### src/rtl/cdc_pkg.sv
// Constants and helpers shared by the clock-domain-crossing blocks.
package cdc_pkg;

    localparam int CDC_MIN_SYNC_STAGES = 2;

    // Bits needed to hold values 0..value-1. The result is never below 1, so it is always usable as a vector width.
    function automatic int cdc_clog2(input int value);
        int result;
        result = 1;
        for (int i = 1; i < 31; i++) begin
            if ((1 << i) < value) begin
                result = i + 1;
            end
        end
        return result;
    endfunction

endpackage

### src/rtl/sync_filter_channel.sv
// One channel: flop-chain synchroniser, stability filter, and registered level/rise/fall outputs.
module sync_filter_channel
    import cdc_pkg::*;
#(
    parameter int   SYNC_STAGES   = 2,
    parameter int   FILTER_CYCLES = 4,
    parameter logic RESET_VALUE   = 1'b0
) (
    input  logic i_clk,
    input  logic i_rst_n,
    input  logic i_data,
    input  logic i_filter_en,
    output logic o_data,
    output logic o_rise,
    output logic o_fall
);

    localparam int                CNT_W    = cdc_clog2(FILTER_CYCLES + 1);
    localparam logic [CNT_W-1:0] CNT_LAST = CNT_W'(FILTER_CYCLES - 1);
    localparam logic [CNT_W-1:0] CNT_ONE  = CNT_W'(1);

    logic [SYNC_STAGES-1:0] r_sync;
    logic [CNT_W-1:0]       r_cnt;
    logic                   r_data;
    logic                   r_rise;
    logic                   r_fall;

    logic                   w_sync;
    logic [CNT_W-1:0]       w_cnt_next;
    logic                   w_data_next;

    assign w_sync = r_sync[SYNC_STAGES-1];

    // Bit 0 is the metastability-catching flop and is read only by bit 1.
    always_ff @(posedge i_clk or negedge i_rst_n) begin
        if (!i_rst_n) begin
            r_sync <= {SYNC_STAGES{RESET_VALUE}};
        end else begin
            r_sync <= {r_sync[SYNC_STAGES-2:0], i_data};
        end
    end

    always_comb begin
        w_data_next = r_data;
        w_cnt_next  = '0;
        if (!i_filter_en) begin
            w_data_next = w_sync;
        end else if (w_sync == r_data) begin
            w_cnt_next = '0;
        end else if (r_cnt == CNT_LAST) begin
            w_data_next = w_sync;
        end else begin
            w_cnt_next = r_cnt + CNT_ONE;
        end
    end

    always_ff @(posedge i_clk or negedge i_rst_n) begin
        if (!i_rst_n) begin
            r_data <= RESET_VALUE;
            r_cnt  <= '0;
            r_rise <= 1'b0;
            r_fall <= 1'b0;
        end else begin
            r_data <= w_data_next;
            r_cnt  <= w_cnt_next;
            r_rise <= ~r_data & w_data_next;
            r_fall <= r_data & ~w_data_next;
        end
    end

    assign o_data = r_data;
    assign o_rise = r_rise;
    assign o_fall = r_fall;

endmodule

### src/rtl/multi_step_sync_filter.sv
// Multi-channel synchroniser with per-channel glitch filter and edge pulses, all in the in_clk domain.
module multi_step_sync_filter
    import cdc_pkg::*;
#(
    parameter int                  CHANNELS      = 4,
    parameter int                  SYNC_STAGES   = 2,
    parameter int                  FILTER_CYCLES = 4,
    parameter logic [CHANNELS-1:0] RESET_VALUE   = {CHANNELS{1'b0}}
) (
    input  logic                in_clk,
    input  logic                in_rst_n,
    input  logic [CHANNELS-1:0] in_data,
    input  logic                in_filter_en,
    output logic [CHANNELS-1:0] out_data,
    output logic [CHANNELS-1:0] out_rise,
    output logic [CHANNELS-1:0] out_fall
);

    if (SYNC_STAGES < CDC_MIN_SYNC_STAGES) begin : g_bad_sync_stages
        $fatal(1, "multi_step_sync_filter: SYNC_STAGES must be at least 2");
    end
    if (FILTER_CYCLES < 1) begin : g_bad_filter_cycles
        $fatal(1, "multi_step_sync_filter: FILTER_CYCLES must be at least 1");
    end
    if (CHANNELS < 1) begin : g_bad_channels
        $fatal(1, "multi_step_sync_filter: CHANNELS must be at least 1");
    end

    for (genvar g = 0; g < CHANNELS; g++) begin : g_ch
        sync_filter_channel #(
            .SYNC_STAGES   (SYNC_STAGES),
            .FILTER_CYCLES (FILTER_CYCLES),
            .RESET_VALUE   (RESET_VALUE[g])
        ) u_ch (
            .i_clk       (in_clk),
            .i_rst_n     (in_rst_n),
            .i_data      (in_data[g]),
            .i_filter_en (in_filter_en),
            .o_data      (out_data[g]),
            .o_rise      (out_rise[g]),
            .o_fall      (out_fall[g])
        );
    end

endmodule

### config.mk
export PLATFORM = sky130hd
export DESIGN_NAME = multi_step_sync_filter
export DESIGN_NICKNAME = d
export VERILOG_FILES = /design/src/rtl/cdc_pkg.sv /design/src/rtl/sync_filter_channel.sv /design/src/rtl/multi_step_sync_filter.sv
export SDC_FILE = /design/constraint.sdc
export NUM_CORES = 1
export LEC_CHECK = 0
export CAP_MARGIN = 25
export CORE_ASPECT_RATIO = 1.2
export CORE_MARGIN = 5
export CORE_UTILIZATION = 24
export DETAILED_ROUTE_END_ITERATION = 8
export GPL_TIMING_DRIVEN = 1
export HOLD_SLACK_MARGIN = 0.1
export SLEW_MARGIN = 20
export SYNTH_ARGS = -nofsm -noshare
export SYNTH_HDL_FRONTEND = slang
export SYNTH_SLANG_ARGS = --single-unit
### constraint.sdc
create_clock -name in_clk -period 1.2 [get_ports in_clk]
set_input_delay 0.18 -clock in_clk [delete_from_list [all_inputs] [get_ports in_clk]]
set_output_delay 0.18 -clock in_clk [all_outputs]
set_load 0.02 [all_outputs]
==> results of run 1 <==
cells by family after synthesis:
kind of cell	synth area share
and+or+nand+nor	0.188
DFF	0.627
buffers and inverters	0.0765
xor gates and xnor gates	0.0274
muxes	0.0412
adders and majority gates	0.0392
final timing paths:
kind | start | end | slack (ns) | cells after the start
setup / recovery | g_ch[3].u_ch.r_cnt[0]$_DFF_PN0_ | g_ch[3].u_ch.o_data$_DFF_PN0_ | 0.002 | 4
hold / removal | in_rst_n | g_ch[1].u_ch.r_sync[0]$_DFF_PN0_ | 0.26 | 2
setup reg to reg | g_ch[3].u_ch.r_cnt[0]$_DFF_PN0_ | g_ch[3].u_ch.o_data$_DFF_PN0_ | 0.002 | 4
hold reg to reg | g_ch[0].u_ch.r_sync[0]$_DFF_PN0_ | g_ch[0].u_ch.r_sync[1]$_DFF_PN0_ | 0.35 | 0
max in group asynchronous | in_rst_n | g_ch[0].u_ch.r_sync[0]$_DFF_PN0_ | 0.77 | 2
min in group in_clk | in_data[1] | g_ch[1].u_ch.r_sync[0]$_DFF_PN0_ | 0.34 | 1
power by group through the flow:
stage / Sequential, mW / Clock, mW / Combinational, mW
2_1_floorplan: 1.20 / 0 / 0.192
3_3_place_gp: 1.20 / 0 / 0.317
3_5_place_dp: 1.20 / 0 / 0.328
4_1_cts: 1.18 / 0.862 / 0.308
5_1_grt: 1.19 / 0.932 / 0.351
6_report: 1.18 / 0.823 / 0.320
final cells by class:
| type | instances | share of cell area |
|---|---|---|
| sequential | 32 | 0.478 |
| timing repair buffer | 32 | 0.171 |
| tap | 62 | 0.0463 |
| clock buffer | 8 | 0.0538 |
| multi-input combinational | 46 | 0.251 |
sequential cells by signal, indices dropped and copies added (netlist names):
register,cells
g_ch.u_ch.r_sync,8
g_ch.u_ch.r_cnt,12
g_ch.u_ch.o_fall,4
g_ch.u_ch.o_rise,4
g_ch.u_ch.o_data,4
worst max-delay path, delay by kind of cell (launching register included):
family	cells	cell delay, ns
and+or+nand+nor	2	0.22
adders and majority gates	1	0.19
DFF	1	0.39
muxes	1	0.29
cell usage after synthesis, drive strengths merged:
library cell and number:
and2 2, mux2 4, nand2 8, and3b 4, buf 13, dfrtp 32, ha 4, nor3b 12
and3 2, nor2 2, nand2b 4, xor2 4
per-layer routing:
| layer | vias up | GRT usage | share of wire |
|---|---|---|---|
| met4 | 0 | 0.0262 | 0.018 |
| met5 | - | 0 | 0 |
| met1 | 350 | 0.0595 | 0.36 |
| met2 | 16 | 0.101 | 0.55 |
| met3 | 5 | 0.0360 | 0.070 |
| li1 | 339 | - | - |
per-stage QoR:
stage               hold slack, ns  instances  utilization
floorplan                   -0.116         91            -
global placement             0.333        168        0.293
CTS                          0.262        177        0.308
global route                 0.278        180        0.321
detailed placement           0.338        168        0.293
finish                       0.261        180        0.321
repair_timing:
action	in CTS	in global routing
cloned	0	0
pin swaps	2	2
buffers inserted	1	3
setup endpoints to repair	14	11
gates resized for setup	12	12
==> run metrics, run 1 <==
CTS tree=built; WP data arrival=1.36 ns; Hold Path Class=primary input to async pin; clock share of power=0.354; vias in the first global route=758; sw frac=0.234; Hold Vio Cnt, Final=0; Core ar.=0.00523 mm^2; max-slew violations=0; Area Overhead vs Synth=31.3%; critical path's slowest cell=dfrtp_1; Mapped Area=0.00128 mm^2; nets@finish=128; detailed-route via count=710; Initial Util=0.244; area leader, netlist=dfrtp_1; GRT Total Usage=0.0605; Clock Latency Late Sink=0.27 ns; Ports=19; cts hold-fix bufs=0; placed cell areas=0.00153 mm^2; Iter 0 DRT Violations=16; Port Buffer Count=18; Yosys reg bits=32; die width=76.6 um; post-synth top area share=0.627; Detailed Routing Iterations Pass 1=3; largest cells by area after synthesis=dfrtp_1 (63%), buf_4 (7.6%), nor3b_1 (4.7%), ha_1 (3.9%), nor3b_2 (3.9%); post-route cell area=0.00168 mm^2; drt via density=3.94; Leakage Power=0.811 nW; Clock Skew=0.00115 ns; Syn. warnings=0; Crit. End Element=flip-flop; Yosys cell types=14; internal power=1.78 mW; kind of critical path=flip-flop to flip-flop; worst-path cell chain=ha_2 > nand2b_1 > and2_4 > mux2_4; DP Wirelength=1.31 mm; TritonCTS buffer count=5; Fillers=537; multi-input logic area=420 um^2; required time of the worst setup path=1.36 ns; setup ws final=0.00235 ns; status=completed; H-tree depth reported by CTS=2; Max Cap Viol=0; syn nets=102; Power Total=2.32 mW; setup TNS=0 ns; CP startpoint kind=flip-flop; Achievable Freq=835 MHz; antenna viol nets, final=0; first-pass GRT wire length=3.31 mm; Power Dens Cells=1390 mW/mm^2; commonest cells after routing, fill and taps aside=dfrtp_1 (32), buf_4 (13), dlygate4sd2_1 (9); Sink Count=32; Avg Inst Size Synth=14.0 um^2; Peak supply drop=0.569 mV; share of power burned in combinational logic=0.138; DRC Markers=0; Site Rows=29; Avg WL per Cell=10.2 um; gpl congestion=0.596; initial antenna violation count=0; worst slew pin tran=0.215 ns; share of cells above drive strength 1=0.364; commonest non-fill, non-tap cell in the layout=dfrtp_1; RSZ-0062 raised after global routing=true; post-placement setup slack=-0.166 ns; Slew HR=0.857; Final Setup Violations=0; Final Cycle Share=0.998; area of the die=0.00688 mm^2; gate count of the mapped netlist=91; Die Y-Extent=89.9 um; total wire length=1.84 mm; largest net degree at the start of global routing=33; clk slew on worst S/H paths=0.06 ns; Period minus WS final=1.20 ns; Worst path max stage delay=0.39 ns; Sequential Area=801 um^2; CTS Buffer Depth=2; register area share after synthesis=0.627; CP Max Fanout=2; P_sw=0.543 mW; Reg power frac=0.509; gr ovfl total=0; n_diodes=0; CTS root buf=clkbuf_8
(Power assumes the default switching activity.)
==> inputs of run 2 (changes only) <==
--- a/config.mk
+++ b/config.mk
@@ -10,9 +10,9 @@
 export CORE_MARGIN = 5
 export CORE_UTILIZATION = 24
 export DETAILED_ROUTE_END_ITERATION = 8
+export DONT_BUFFER_PORTS = 1
 export GPL_TIMING_DRIVEN = 1
 export HOLD_SLACK_MARGIN = 0.1
-export SLEW_MARGIN = 20
 export SYNTH_ARGS = -nofsm -noshare
 export SYNTH_HDL_FRONTEND = slang
 export SYNTH_SLANG_ARGS = --single-unit
==> run 2 against run 1 <==
Global-route usage grew 0.64 points. Setup slack got worse by 0.00073 ns. Fmax about the same. Sequential power barely moved. Die area stayed put. Clock power increased by 3.5%. Register-to-register slack about the same. Core utilization shrank 1.4 points. Count of clock-buffer cells in the layout down 1.
==> run metrics, run 2 (same netlist as run 1, synthesis figures left out) <==
die width=76.6 um (unchanged); Die Y-Extent=89.9 um (unchanged); Cell Count Post-Placement=147 (was 168); Final Cycle Share=0.999 (was 0.998); final core utilization=0.307 (was 0.321); Crit. End Element=flip-flop (unchanged); commonest cells after routing, fill and taps aside=dfrtp_1 (32), buf_4 (16), nor3b_2 (8) (was dfrtp_1 (32), buf_4 (13), dlygate4sd2_1 (9)); Avg WL per Cell=12.2 um (was 10.2 um); Fillers=545 (was 537); Ports=19 (unchanged); share of cells above drive strength 1=0.444 (was 0.364); detailed-route via count=698 (was 710); Final Setup Violations=0 (unchanged); clk slew on worst S/H paths=0.06 ns (about the same); top flop regs=g_ch.u_ch.r_cnt (12), g_ch.u_ch.r_sync (8) (unchanged); H-tree depth reported by CTS=2 (unchanged); first-pass GRT wire length=3.47 mm (was 3.31 mm); DP Wirelength=1.37 mm (was 1.31 mm); Iter 0 DRT Violations=7 (was 16); beginning of the critical path=g_ch[2].u_ch.r_cnt[0]$_DFF_PN0_ (was g_ch[3].u_ch.r_cnt[0]$_DFF_PN0_); area of the die=0.00688 mm^2 (unchanged); Clock Latency Late Sink=0.27 ns (about the same); RSZ-0062 raised after global routing=true (unchanged); Power Dens Cells=1450 mW/mm^2 (was 1390 mW/mm^2); TritonCTS buffer count=5 (unchanged); Achievable Freq=834 MHz (was 835 MHz); gr ovfl total=0 (unchanged); Initial Util=0.244 (unchanged); commonest non-fill, non-tap cell in the layout=dfrtp_1 (unchanged); R2R Path Start=g_ch[2].u_ch.r_cnt[0]$_DFF_PN0_ (was g_ch[3].u_ch.r_cnt[0]$_DFF_PN0_); GRT Total Usage=0.0669 (was 0.0605); CTS tree=built (unchanged); Leakage Power=0.754 nW (was 0.811 nW); total wire length=2.07 mm (was 1.84 mm); n_diodes=0 (unchanged); required time of the worst setup path=1.36 ns (about the same); Max Cap Viol=0 (unchanged); Peak supply drop=0.525 mV (was 0.569 mV); multi-input logic area=428 um^2 (was 420 um^2); WP data arrival=1.35 ns (was 1.36 ns); CTS Buffer Depth=2 (unchanged); Port Buffer Count=0 (was 18); CP startpoint kind=flip-flop (unchanged); Sink Count=32 (unchanged); Period minus WS final=1.20 ns (about the same); max-slew violations=0 (unchanged); Hold Path Class=primary input to flip-flop (was primary input to async pin); gpl congestion=0.658 (was 0.596); CTS root buf=clkbuf_8 (unchanged); vias in the first global route=729 (was 758); Area Overhead vs Synth=25.6% (was 31.3%); Core ar.=0.00523 mm^2 (unchanged); kind of critical path=flip-flop to flip-flop (unchanged); HP Start=in_filter_en; Power Total=2.33 mW (was 2.32 mW); DRC Markers=0 (unchanged); worst slew pin tran=0.276 ns (was 0.215 ns); Detailed Routing Iterations Pass 1=2 (was 3); setup TNS=0 ns (unchanged); Site Rows=29 (unchanged); Hold Vio Cnt, Final=0 (unchanged); status=completed (unchanged); Layout Cells excl Fill=170 (was 180); Reg with most FFs=g_ch.u_ch.r_cnt (unchanged); Largest register FFs=12 (unchanged); initial antenna violation count=0 (unchanged); Clock Skew=0.00349 ns (was 0.00115 ns); CP Max Fanout=2 (unchanged); Sequential Area=801 um^2 (unchanged); Slew HR=0.815 (was 0.857); largest net degree at the start of global routing=33 (unchanged); nets@finish=119 (was 128); drt via density=4.11 (was 3.94); antenna viol nets, final=0 (unchanged)
[run 2: changes by cell type in the layout (fill, tap and decap cells not counted), moves of 2 or more]
| cell | delta |
|---|---|
| dlygate4sd2_1 | -9 |
| clkdlybuf4s50_1 | -6 |
| dlygate4sd3_1 | +6 |
| buf_4 | +3 |
| clkdlybuf4s15_1 | -3 |
| clkbuf_1 | -2 |
[run 2: stage by stage]
step           instance area [um^2]  hold slack, ns  setup slack [ns]
3_3_place_gp                   1310          -0.115            0.0170
5_1_grt                        1600           0.123           -0.0340
4_1_cts                        1540           0.155           0.00187
3_5_place_dp                   1310          -0.115           -0.0312
2_1_floorplan                  1280          -0.116            0.0153
6_report                       1600           0.133           0.00162
[run 2: worst max-delay path, stage by stage, from the launching register on]
cell and delay, ns:
dfrtp_1 0.38, ha_2 0.18, nand2b_1 0.08, and2_4 0.15, mux2_4 0.29
[run 2: cell type report]
| type | count | area share |
|---|---|---|
| Sequential cell | 32 | 0.500 |
| Clock buffer | 7 | 0.0601 |
| Timing Repair Buffer | 23 | 0.125 |
| Tap cell | 62 | 0.0484 |
| Multi-Input combinational cell | 46 | 0.267 |
[run 2: worst paths after layout]
kind / to / slack, ns / cells after the start
setup / recovery: g_ch[2].u_ch.o_data$_DFF_PN0_ / 0.002 / 4
hold / removal: g_ch[0].u_ch.o_data$_DFF_PN0_ / 0.13 / 2
setup reg to reg: g_ch[2].u_ch.o_data$_DFF_PN0_ / 0.002 / 4
hold reg to reg: g_ch[1].u_ch.r_sync[1]$_DFF_PN0_ / 0.36 / 0
max in group asynchronous: g_ch[2].u_ch.r_cnt[1]$_DFF_PN0_ / 0.68 / 2
min in group asynchronous: g_ch[1].u_ch.r_sync[0]$_DFF_PN0_ / 0.34 / 2
[run 2: where the power goes]
part	total [mW]	switching (mW)	internal, mW
Combinational	0.265	0.121	0.144
Clock	0.852	0.343	0.510
Sequential	1.21	0.0623	1.15
[run 2: metal layers]
metal | share of wire | track usage | vias to the layer above | wire length [um]
met5 | 0 | 0 | - | 0
met4 | 0.021 | 0.0394 | 0 | 44
met3 | 0.051 | 0.0310 | 4 | 105
met2 | 0.55 | 0.116 | 14 | 1140
met1 | 0.38 | 0.0631 | 359 | 779
li1 | - | - | 321 | -
[run 2: what timing repair did]
item | in CTS | in global routing
gates resized for setup | 0 | 10
pin swaps | 3 | 2
setup buffers | 6 | 3
hold buffers | 7 | 0
endpoints found under the hold margin | 48 | 0
setup endpoints to repair | 3 | 9
==> inputs of run 3 (changes only) <==
--- a/config.mk
+++ b/config.mk
@@ -13,6 +13,7 @@
 export DONT_BUFFER_PORTS = 1
 export GPL_TIMING_DRIVEN = 1
 export HOLD_SLACK_MARGIN = 0.1
+export SETUP_SLACK_MARGIN = 0.02
 export SYNTH_ARGS = -nofsm -noshare
 export SYNTH_HDL_FRONTEND = slang
 export SYNTH_SLANG_ARGS = --single-unit
==> run 3 against run 2 <==
The flow now finishes with violations (negative setup slack). Flip-flop and latch count did not move. Total power rose by 0.24%. First-iteration DRC count rose to 2.7 times the previous value. Critical path depth unchanged. Global-route usage down 0.33 points. Sequential power about the same. Via count decreased by 1.9%. Wire length unchanged. Final cell count did not move. Sequential share of layout area decreased by 0.078 points. Clock power grew 0.9%. Critical endpoint unchanged. Highest routed layer unchanged.
==> run metrics, run 3 (same netlist as run 1, synthesis figures left out) <==
Peak supply drop=0.425 mV (was 0.525 mV); critical path's slowest cell=dfrtp_1 (unchanged); Hold Vio Cnt, Final=0 (unchanged); Worst path max stage delay=0.39 ns (was 0.38 ns); CTS root buf=clkbuf_8 (unchanged); Leakage Power=0.754 nW (about the same); die width=76.6 um (unchanged); top flop regs=g_ch.u_ch.r_cnt (12), g_ch.u_ch.r_sync (8) (unchanged); Port Buffer Count=0 (unchanged); n_diodes=0 (unchanged); Initial Util=0.244 (unchanged); Period minus WS final=1.21 ns (was 1.20 ns); nets@finish=119 (unchanged); worst path bufs/invs=0 (unchanged); WP depth=4 (unchanged); antenna viol nets, final=0 (unchanged); required time of the worst setup path=1.36 ns (about the same); setup TNS=-0.0141 ns (was 0 ns); Site Rows=29 (unchanged); share of cells above drive strength 1=0.435 (was 0.444); sw frac=0.229 (was 0.226); Area Overhead vs Synth=25.8% (was 25.6%); kind of critical path=flip-flop to flip-flop (unchanged); CTS tree=built (unchanged); gpl congestion=0.659 (was 0.658); CP startpoint kind=flip-flop (unchanged); Worst Hold Depth=2 (unchanged); Iter 0 DRT Violations=19 (was 7); Clock Skew=0.00598 ns (was 0.00349 ns); worst slew pin tran=0.193 ns (was 0.276 ns); failing checks=negative setup slack; CP Max Fanout=2 (unchanged); Final Cycle Share=1.01 (was 0.999); final core utilization=0.307 (about the same); Final Setup Violations=1 (was 0); clock share of power=0.369 (was 0.366); setup ws final=-0.0141 ns (was 0.00162 ns); gr ovfl total=0 (unchanged); P_sw=0.534 mW (was 0.526 mW); internal power=1.80 mW (about the same); Power Dens Cells=1450 mW/mm^2 (about the same); DRC Markers=0 (unchanged); Clock Latency Late Sink=0.27 ns (about the same); GRT Total Usage=0.0635 (was 0.0669); Sink Count=32 (unchanged); largest net degree at the start of global routing=33 (unchanged); first-pass GRT wire length=3.30 mm (was 3.47 mm); DP Wirelength=1.33 mm (was 1.37 mm); area of the die=0.00688 mm^2 (unchanged); commonest non-fill, non-tap cell in the layout=dfrtp_1 (unchanged); drt via density=4.03 (was 4.11); share of power burned in combinational logic=0.110 (was 0.114); Core ar.=0.00523 mm^2 (unchanged); Hold Path Class=primary input to flip-flop (unchanged); detailed-route via count=685 (was 698); Avg WL per Cell=12.2 um (unchanged); Top delay family on crit path=flip-flops (unchanged); RSZ-0062 raised after global routing=true (unchanged); status=finished, violations left (was completed); total wire length=2.07 mm (unchanged); worst-path cell chain=ha_2 > nand2b_1 > and2_4 > mux2_4 (unchanged); commonest cells after routing, fill and taps aside=dfrtp_1 (32), buf_4 (16), nor3b_2 (8) (unchanged); H-tree depth reported by CTS=2 (unchanged); Reg power frac=0.522 (was 0.520); Die Y-Extent=89.9 um (unchanged); clk slew on worst S/H paths=0.06 ns (about the same); r2r worst-path depth=4 (unchanged); Achievable Freq=824 MHz (was 834 MHz); Max Cap Viol=0 (unchanged); Ports=19 (unchanged); Power Total=2.33 mW (about the same); Largest register FFs=12 (unchanged); Detailed Routing Iterations Pass 1=2 (unchanged); Slew HR=0.871 (was 0.815); max-slew violations=0 (unchanged); vias in the first global route=711 (was 729); initial antenna violation count=0 (unchanged); CTS Buffer Depth=2 (unchanged); Reg with most FFs=g_ch.u_ch.r_cnt (unchanged); Crit. End Element=flip-flop (unchanged); WP data arrival=1.37 ns (was 1.35 ns); TritonCTS buffer count=5 (unchanged)
-- run 3: cell type report --
cell class              instances  area (um^2)
repair buffers                 23          200
fillers                       539         3620
well taps                      62         77.6
flip-flops and latches         32          801
multi-input cells              46          430
clock buffers                   7         96.3
-- run 3: layer usage --
layer | wire length (um) | vias to the layer above | global-route usage
met5 | 0 | - | 0
met4 | 62 | 0 | 0.0437
met3 | 107 | 6 | 0.0310
met2 | 1120 | 15 | 0.0993
met1 | 774 | 342 | 0.0662
li1 | - | 322 | -
-- run 3: per-stage QoR --
step                      cell area [um^2]  hold slack (ns)  setup WS [ns]  instances
after floorplan                       1280           -0.116         0.0273         91
after global routing                  1610            0.111        -0.0520        170
after detailed placement              1310           -0.115        -0.0310        146
after global placement                1310           -0.115         0.0208        146
final                                 1610           0.0871        -0.0141        170
after CTS                             1530           0.0641        -0.0206        166
-- run 3: worst paths after layout --
check | slack [ns] | endpoint | start
min | 0.09 | g_ch[2].u_ch.r_cnt[0]$_DFF_PN0_ | in_filter_en
max in group asynchronous | 0.68 | g_ch[2].u_ch.r_cnt[1]$_DFF_PN0_ | in_rst_n
min reg2reg | 0.35 | g_ch[0].u_ch.r_sync[1]$_DFF_PN0_ | g_ch[0].u_ch.r_sync[0]$_DFF_PN0_
max | -0.01 | g_ch[2].u_ch.o_data$_DFF_PN0_ | g_ch[2].u_ch.r_cnt[0]$_DFF_PN0_
max reg2reg | -0.01 | g_ch[2].u_ch.o_data$_DFF_PN0_ | g_ch[2].u_ch.r_cnt[0]$_DFF_PN0_
min in group asynchronous | 0.36 | g_ch[1].u_ch.r_cnt[0]$_DFF_PN0_ | in_rst_n
-- run 3: power by group through the flow --
stage	logic, mW	registers, mW	clock network [mW]
4_1_cts	0.241	1.21	0.901
2_1_floorplan	0.192	1.20	0
3_3_place_gp	0.171	1.23	0
6_report	0.256	1.22	0.860
3_5_place_dp	0.181	1.23	0
5_1_grt	0.290	1.22	0.954
-- run 3: timing repair --
action	in CTS	in global routing
setup endpoints to repair	4	9
pin swaps	5	6
hold buffers	6	1
gates resized for setup	2	8
endpoints found under the hold margin	46	7
setup buffers	7	3
